<file path="src/rtl/ram64x8_arbiter.sv">
// Two-requester req/ack front end that serialises accesses to the single-port 64x8 RAM.
// Define RAM_ARB_ROUND_ROBIN_EN for round-robin tie-breaking; otherwise port 0 wins every tie.
module ram64x8_arbiter #(
    parameter int AW = 6,
    parameter int DW = 8
) (
    input  logic          clk,
    input  logic          reset,
    input  logic          req0,
    input  logic          req1,
    input  logic          we0,
    input  logic          we1,
    input  logic [AW-1:0] addr0,
    input  logic [AW-1:0] addr1,
    input  logic [DW-1:0] wdata0,
    input  logic [DW-1:0] wdata1,
    output logic          gnt0,
    output logic          gnt1,
    output logic          ack0,
    output logic          ack1,
    output logic [DW-1:0] rdata0,
    output logic [DW-1:0] rdata1,
    output logic          ram_enable,
    output logic          ram_read,
    output logic [AW-1:0] ram_address,
    output logic [DW-1:0] ram_data_in,
    input  logic [DW-1:0] ram_data_out
);

    typedef enum logic [1:0] {IDLE, ISSUE, WAIT, DONE} state_t;

    state_t        state_q;
    logic          win_q;
    logic          we_q;
    logic [AW-1:0] addr_q;
    logic [DW-1:0] wdata_q;
    logic [DW-1:0] rdata0_q;
    logic [DW-1:0] rdata1_q;
    logic [1:0]    gnt_q;
    logic [1:0]    ack_q;
    logic          en_q;
    logic          rd_q;

    logic          win_d;
    logic          we_d;
    logic [AW-1:0] addr_d;
    logic [DW-1:0] wdata_d;

`ifdef RAM_ARB_ROUND_ROBIN_EN
    logic last_q;

    always_comb begin
        // On a tie the port that was not served last goes first.
        if (req0 && req1) begin
            win_d = ~last_q;
        end else begin
            win_d = req1;
        end
    end
`else
    always_comb begin
        win_d = req1 && !req0;
    end
`endif

    always_comb begin
        we_d    = win_d ? we1    : we0;
        addr_d  = win_d ? addr1  : addr0;
        wdata_d = win_d ? wdata1 : wdata0;
    end

    always_ff @(posedge clk) begin
        if (reset) begin
            state_q  <= IDLE;
            win_q    <= 1'b0;
            we_q     <= 1'b0;
            addr_q   <= '0;
            wdata_q  <= '0;
            rdata0_q <= '0;
            rdata1_q <= '0;
            gnt_q    <= '0;
            ack_q    <= '0;
            en_q     <= 1'b0;
            rd_q     <= 1'b0;
`ifdef RAM_ARB_ROUND_ROBIN_EN
            last_q   <= 1'b1;
`endif
        end else begin
            ack_q <= '0;
            case (state_q)
                IDLE: begin
                    if (req0 || req1) begin
                        win_q   <= win_d;
                        we_q    <= we_d;
                        addr_q  <= addr_d;
                        wdata_q <= wdata_d;
                        gnt_q   <= {win_d, ~win_d};
                        en_q    <= 1'b1;
                        rd_q    <= ~we_d;
                        state_q <= ISSUE;
                    end
                end
                ISSUE: begin
                    en_q    <= 1'b0;
                    rd_q    <= 1'b0;
                    state_q <= WAIT;
                end
                WAIT: begin
                    if (!we_q) begin
                        if (win_q) begin
                            rdata1_q <= ram_data_out;
                        end else begin
                            rdata0_q <= ram_data_out;
                        end
                    end
                    ack_q   <= {win_q, ~win_q};
                    state_q <= DONE;
                end
                DONE: begin
                    gnt_q   <= '0;
`ifdef RAM_ARB_ROUND_ROBIN_EN
                    last_q  <= win_q;
`endif
                    state_q <= IDLE;
                end
                default: begin
                    state_q <= IDLE;
                end
            endcase
        end
    end

    assign gnt0        = gnt_q[0];
    assign gnt1        = gnt_q[1];
    assign ack0        = ack_q[0];
    assign ack1        = ack_q[1];
    assign rdata0      = rdata0_q;
    assign rdata1      = rdata1_q;
    assign ram_enable  = en_q;
    assign ram_read    = rd_q;
    assign ram_address = addr_q;
    assign ram_data_in = wdata_q;

endmodule

</file>
<file path="config.mk">
export PLATFORM = sky130hd
export DESIGN_NAME = ram64x8_arbiter
export DESIGN_NICKNAME = d
export VERILOG_FILES = /design/src/rtl/ram64x8_arbiter.sv
export SDC_FILE = /design/constraint.sdc
export NUM_CORES = 1
export LEC_CHECK = 0
export CORE_MARGIN = 4
export CORE_UTILIZATION = 44
export DETAILED_ROUTE_END_ITERATION = 8
export HOLD_SLACK_MARGIN = 0.05
export MAX_ROUTING_LAYER = met4
export PLACE_DENSITY = 0.81
export SLEW_MARGIN = 20
export SYNTH_ARGS = -nofsm -noshare
export SYNTH_HDL_FRONTEND = slang
export SYNTH_SLANG_ARGS = --single-unit
</file>
<file path="constraint.sdc">
create_clock -name clk -period 2.6 [get_ports clk]
set_input_delay 0.52 -clock clk [delete_from_list [all_inputs] [get_ports clk]]
set_output_delay 0.52 -clock clk [all_outputs]
set_load 0.01 [all_outputs]
</file>
==> results of run 1 <==
-- worst reg2reg max path: cells and delay by family, from the launching register on --
family	cells	cell delay, ns
and+or+nand+nor	2	0.64
AOI/OAI and AO/OA	1	0.23
DFF	1	0.36
buffers and inverters	1	0.14
adders and majority gates	1	0.32
-- layer usage --
| layer | track usage, % | part of all wire, % | wire length (um) |
|---|---|---|---|
| met1 | 21.6 | 43 | 1790 |
| met2 | 29.4 | 51 | 2170 |
| met3 | 6.47 | 4.7 | 199 |
| met4 | 4.89 | 1.2 | 51 |
| met5 | - | 0 | 0 |
-- stage by stage --
step	std cells	total power [W]	cell area, um2	setup WS [ns]
after global placement	287	0.00180	2510	0.590
after detailed placement	287	0.00182	2510	0.563
after global routing	295	0.00249	2630	0.617
after floorplan	168	0.00140	1710	1.08
after CTS	295	0.00237	2630	0.830
final	295	0.00235	2630	0.802
-- power by group through the flow --
stage,registers [W],clock network [W],logic [W]
2_1_floorplan,0.000929,0,0.000470
3_3_place_gp,0.000870,0,0.000927
3_5_place_dp,0.000876,0,0.000941
4_1_cts,0.000864,0.000552,0.000950
5_1_grt,0.000886,0.000580,0.00103
6_report,0.000862,0.000543,0.000941
-- cell usage after synthesis --
master	number	area [um2]
a211oi_2	1	12.5
a21oi_1	4	20.0
buf_2	5	25.0
inv_1	3	11.3
clkbuf_2	1	5.00
buf_12	1	20.0
a21bo_2	1	10.0
mux2i_1	32	320
dfxtp_1	40	801
buf_6	1	11.3
nor3_1	1	5.00
and3b_1	1	8.76
o221ai_1	1	8.76
nor2b_1	1	6.26
o21ai_0	4	20.0
o21a_1	1	7.51
ha_1	7	87.6
nor4_1	1	6.26
nand3b_1	1	7.51
nor3b_2	1	12.5
nand2b_1	1	6.26
clkbuf_1	4	15.0
nor2_1	35	131
nor3b_1	2	15.0
a211oi_1	16	120
or3_1	2	12.5
-- registers in the layout (all words and copies together) (netlist names) --
signal	count
ack_q	2
gnt_q	2
ram_address	6
ram_data_in	8
ram_enable	1
ram_read	1
rdata0	8
rdata1	8
state_q	2
we_q	1
win_q	1
-- cell type report --
cell class	count	area (um2)
Inverter	3	11.3
Clock buffer	7	96.3
Clock inverter	1	30.0
Multi-Input combinational cell	113	818
Tap cell	48	60.1
Fill cell	282	1080
Sequential cell	40	801
Timing Repair Buffer	83	816
-- kinds of logic (layout without fill, tap and decap cells) --
kind of cell,after synthesis,count (layout),synth area share [%]
adder cells (fa/ha/maj),7,7,5.13
buffers and inverters,15,94,5.13
multiplexers,32,32,18.8
AND/OR/NAND/NOR,46,46,12.4
flip-flops,40,40,46.9
AO/OA/AOI/OAI,28,28,11.7
-- final timing paths --
path	depth (start not counted)	slack [ns]	to	startpoint
min reg2reg	2	0.48	ram_enable$_SDFFE_PP0P_	ram_enable$_SDFFE_PP0P_
max reg2reg	5	0.80	ram_read$_SDFFE_PP0P_	state_q[0]$_SDFFE_PP0P_
min	2	0.48	ram_enable$_SDFFE_PP0P_	ram_enable$_SDFFE_PP0P_
max	5	0.80	ram_read$_SDFFE_PP0P_	state_q[0]$_SDFFE_PP0P_
==> reports/summary.txt, run 1 <==
status -> finished clean
I/O Pins -> 78
Min-Delay Path Class -> reg -> reg
Total GRT Usage -> 18.3%
register bit total from synthesis -> 40
sequential share of power -> 36.8%
clk_lat worst skew -> 0.29 ns
hold slack -> 0.482 ns
Max Cap Violations -> 0
RSZ-0062 raised after global routing -> false
area grow syn2layout -> 54.3%
Crit. End Element -> flip-flop
mapped cell area -> 1710 um2
Synth cell types -> 26
setup bufs post-CTS -> 0
register area share after synthesis -> 46.9%
TritonRoute pass-1 iters -> 4
Placement Rows -> 22
worst-margin pin slew -> 0.620 ns
CTS H-Tree Depth -> 2
Max FO, Critical Path -> 9
crit path buf inv count -> 1
largest net degree at the start of global routing -> 29
CTS tree -> yes
Final Skew -> 0.00670 ns
Leak Pwr -> 1.12 nW
Num CTS Buffers -> 5
commonest non-fill, non-tap cell in the layout -> clkdlybuf4s50_1
Hold-fix buffers, CTS -> 0
switching share of power -> 31.4%
total core area -> 3720 um2
Starting Density -> 45.9%
most frequent cells in the layout -> 77 x clkdlybuf4s50_1, 40 x dfxtp_1, 35 x nor2_1
antenna viol nets, final -> 0
max-slew violations -> 0
ant diodes -> 0
Final Wtd Congestion -> 0.772
Die W -> 70.3 um
initial antenna violation count -> 0
PD cells -> 891 nW/um2
clock slew at reported path FFs -> 0.07 ns
syn_nets -> 217
crit path launch type -> flip-flop
CTS Buffer Depth -> 2
share of post-route cells with drive strength above 1 -> 6.88%
NetSw -> 0.000736 W
Peak supply drop -> 0.609 mV
synth warn -> 0
minimum clock period -> 1.80 ns
clock network power share -> 23.1%
clock sink count -> 40
WP data arrival -> 1.98 ns
mean routed wirelength per cell -> 14.3 um
period utilization -> 69.1%
Die ar. -> 4940 um2
routed wire length -> 4210 um
DPL Wire Length -> 3180 um
Iter 0 DRT Violations -> 70
Avg Cell Area, Syn -> 10.2 um2
CP Data Required Time -> 2.78 ns
Fin. Hold Viols -> 0
IO buf count -> 77
post-DR vias/cell -> 4.86
first-pass GRT wire length -> 6970 um
chip height -> 70.3 um
Final Util -> 70.8%
Worst Setup Path Type -> reg -> reg
via count -> 1435
setup TNS -> 0 ns
Rel. slew slack -> 58.5%
Mapped Cells -> 168
grt total ovfl -> 0
drt drc -> 0
CP top delay family -> simple AND/OR/NAND/NOR gates
NumNets Final -> 295
combinational share of power -> 40.1%
Int Pwr -> 0.00161 W
root buf cell -> clkbuf_8
Gates resized, CTS repair -> 0
CP peak stage delay -> 0.53 ns
sequence of cells on the critical path -> inv_1, ha_1, nor3b_2, nor4_1, a21bo_2
maximum clock rate -> 556 MHz
CP max-delay cell -> nor3b_2
final setup fails -> 0
number of global-route vias before repair -> 1419
No activity file was read; power rests on OpenSTA's default activity.
==> inputs of run 2 (changes only) <==
CORE_UTILIZATION = 37   (was 44)
PLACE_DENSITY = 0.73   (was 0.81)
clock period = 1.6 ns   (was 2.6 ns; I/O delays follow)
==> reports/summary.txt, run 2 (same netlist as run 1, synthesis figures left out) <==
CTS Buffer Depth -> 2 (unchanged)
share of post-route cells with drive strength above 1 -> 11.6% (+4.7 points)
ant diodes -> 0 (unchanged)
root buf cell -> clkbuf_8
HP Start -> gnt_q[1]$_SDFFE_PP0P_
Fillers -> 386 (+37%)
drt drc -> 0 (unchanged)
crit path buf inv count -> 1 (unchanged)
Crit. End Element -> output port
Crit. Startpoint -> ram_data_in[4]$_SDFFE_PP0P_
Fin. Hold Viols -> 0 (unchanged)
status -> finished clean
via count -> 1480 (+3.1%)
clk_lat worst skew -> 0.29 ns (about the same)
minimum clock period -> 1.51 ns
cell area after layout -> 2730 um2 (+3.8%)
mean routed wirelength per cell -> 13.8 um (-3.0%)
commonest non-fill, non-tap cell in the layout -> clkdlybuf4s50_1
NumNets Final -> 306 (+3.7%)
clock slew at reported path FFs -> 0.07 ns (about the same)
Max Cap Violations -> 0 (unchanged)
Cell Area, Placed -> 2610 um2 (+4.2%)
CP max-delay cell -> clkdlybuf4s50_1
Peak supply drop -> 0.598 mV (-1.7%)
first-pass GRT wire length -> 6890 um (-1.2%)
PD cells -> 1400 nW/um2 (+57%)
Hold-fix buffers, CTS -> 0 (unchanged)
total core area -> 4410 um2 (+19%)
CP peak stage delay -> 0.56 ns (+0.03 ns)
setup TNS -> 0 ns (unchanged)
Leak Pwr -> 1.17 nW (+4.4%)
Worst Setup Path Type -> reg -> out
Total GRT Usage -> 15.0% (-3.3 points)
maximum clock rate -> 663 MHz
Num CTS Buffers -> 5 (unchanged)
period utilization -> 94.3%
crit path launch type -> flip-flop
CTS H-Tree Depth -> 2 (unchanged)
CTS tree -> yes
most frequent cells in the layout -> 77 x clkdlybuf4s50_1, 39 x dfxtp_1, 35 x nor2_1
Starting Density -> 38.7% (-7.3 points)
RSZ-0062 raised after global routing -> false
max-slew violations -> 0 (unchanged)
I/O Pins -> 78 (unchanged)
largest net degree at the start of global routing -> 31 (+6.9%)
IO buf count -> 77 (unchanged)
CP Data Required Time -> 1.28 ns (-1.50 ns)
WL met3 -> 144 um (-28%)
Final Skew -> 0.00372 ns (-0.00298 ns)
Setup WS post-layout -> 0.0914 ns (-0.711 ns)
CP top delay family -> buffers and inverters
TritonRoute pass-1 iters -> 3 (-1)
routed wire length -> 4290 um (+1.9%)
Placement Rows -> 24 (+9.1%)
antenna viol nets, final -> 0 (unchanged)
Gates resized, CTS repair -> 0 (unchanged)
Final Util -> 61.9% (-8.9 points)
Min-Delay Path Class -> reg -> reg
total power -> 0.00383 W (+63%)
post-DR vias/cell -> 4.77 (-1.9%)
Max FO, Critical Path -> 2 (-7)
grt total ovfl -> 0 (unchanged)
WP data arrival -> 1.19 ns (-0.79 ns)
number of global-route vias before repair -> 1403 (-1.1%)
worst-margin pin slew -> 0.239 ns (-0.381 ns)
Top Metal Used -> met4
chip height -> 75.9 um (+8.0%)
Iter 0 DRT Violations -> 46 (-34%)
initial antenna violation count -> 0 (unchanged)
Reg-to-Reg Start -> state_q[0]$_SDFFE_PP0P_
DPL Wire Length -> 3190 um (+0.49%)
DP Worst Slack -> -0.0877 ns (-0.651 ns)
Die W -> 75.9 um (+8.0%)
setup bufs post-CTS -> 0 (unchanged)
metal2 WL -> 2210 um (+2.2%)
clock sink count -> 40 (unchanged)
area grow syn2layout -> 60.2%
final setup fails -> 0 (unchanged)
Final Wtd Congestion -> 0.724 (-6.3%)
Rel. slew slack -> 83.9% (+25 points)
sequence of cells on the critical path -> clkdlybuf4s50_1
Die ar. -> 5760 um2 (+17%)
DRT met1 WL -> 1830 um (+2.0%)
-- run 2: area by class of cell --
type                    instances  area (um2)  area share (%)
well taps                      52        65.1            2.38
clock buffers                   8        90.1            3.30
repair buffers                 94         941            34.4
multi-input cells             113         825            30.2
flip-flops and latches         40         802            29.3
inverters                       3        11.3           0.412
-- run 2: per-layer routing --
| metal | global-route usage (%) | vias up |
|---|---|---|
| li1 | - | 767 |
| met1 | 16.7 | 679 |
| met2 | 25.1 | 25 |
| met3 | 3.32 | 9 |
| met4 | 7.12 | 0 |
| met5 | - | - |
-- run 2: worst paths after layout --
| kind | endpoint | slack (ns) | cells past startpoint |
|---|---|---|---|
| worst max-delay path | ram_data_in[4] | 0.09 | 1 |
| worst min-delay path | gnt_q[1]$_SDFFE_PP0P_ | 0.48 | 2 |
| worst max register to register | ram_data_in[4]$_SDFFE_PP0P_ | 0.11 | 7 |
| worst min register to register | gnt_q[1]$_SDFFE_PP0P_ | 0.48 | 2 |
-- run 2: through the flow --
stage | hold slack, ns | instances
finish | 0.481 | 310
floorplan | 0.420 | 168
CTS | 0.484 | 309
global route | 0.513 | 310
global placement | 0.461 | 301
detailed placement | 0.473 | 301
-- run 2: power by group --
group / switching, W / leakage, nW / internal, W
logic: 0.000771 / 0.792 / 0.000986
registers: 0.000135 / 0.328 / 0.00126
clock network: 0.000327 / 0.0455 / 0.000352
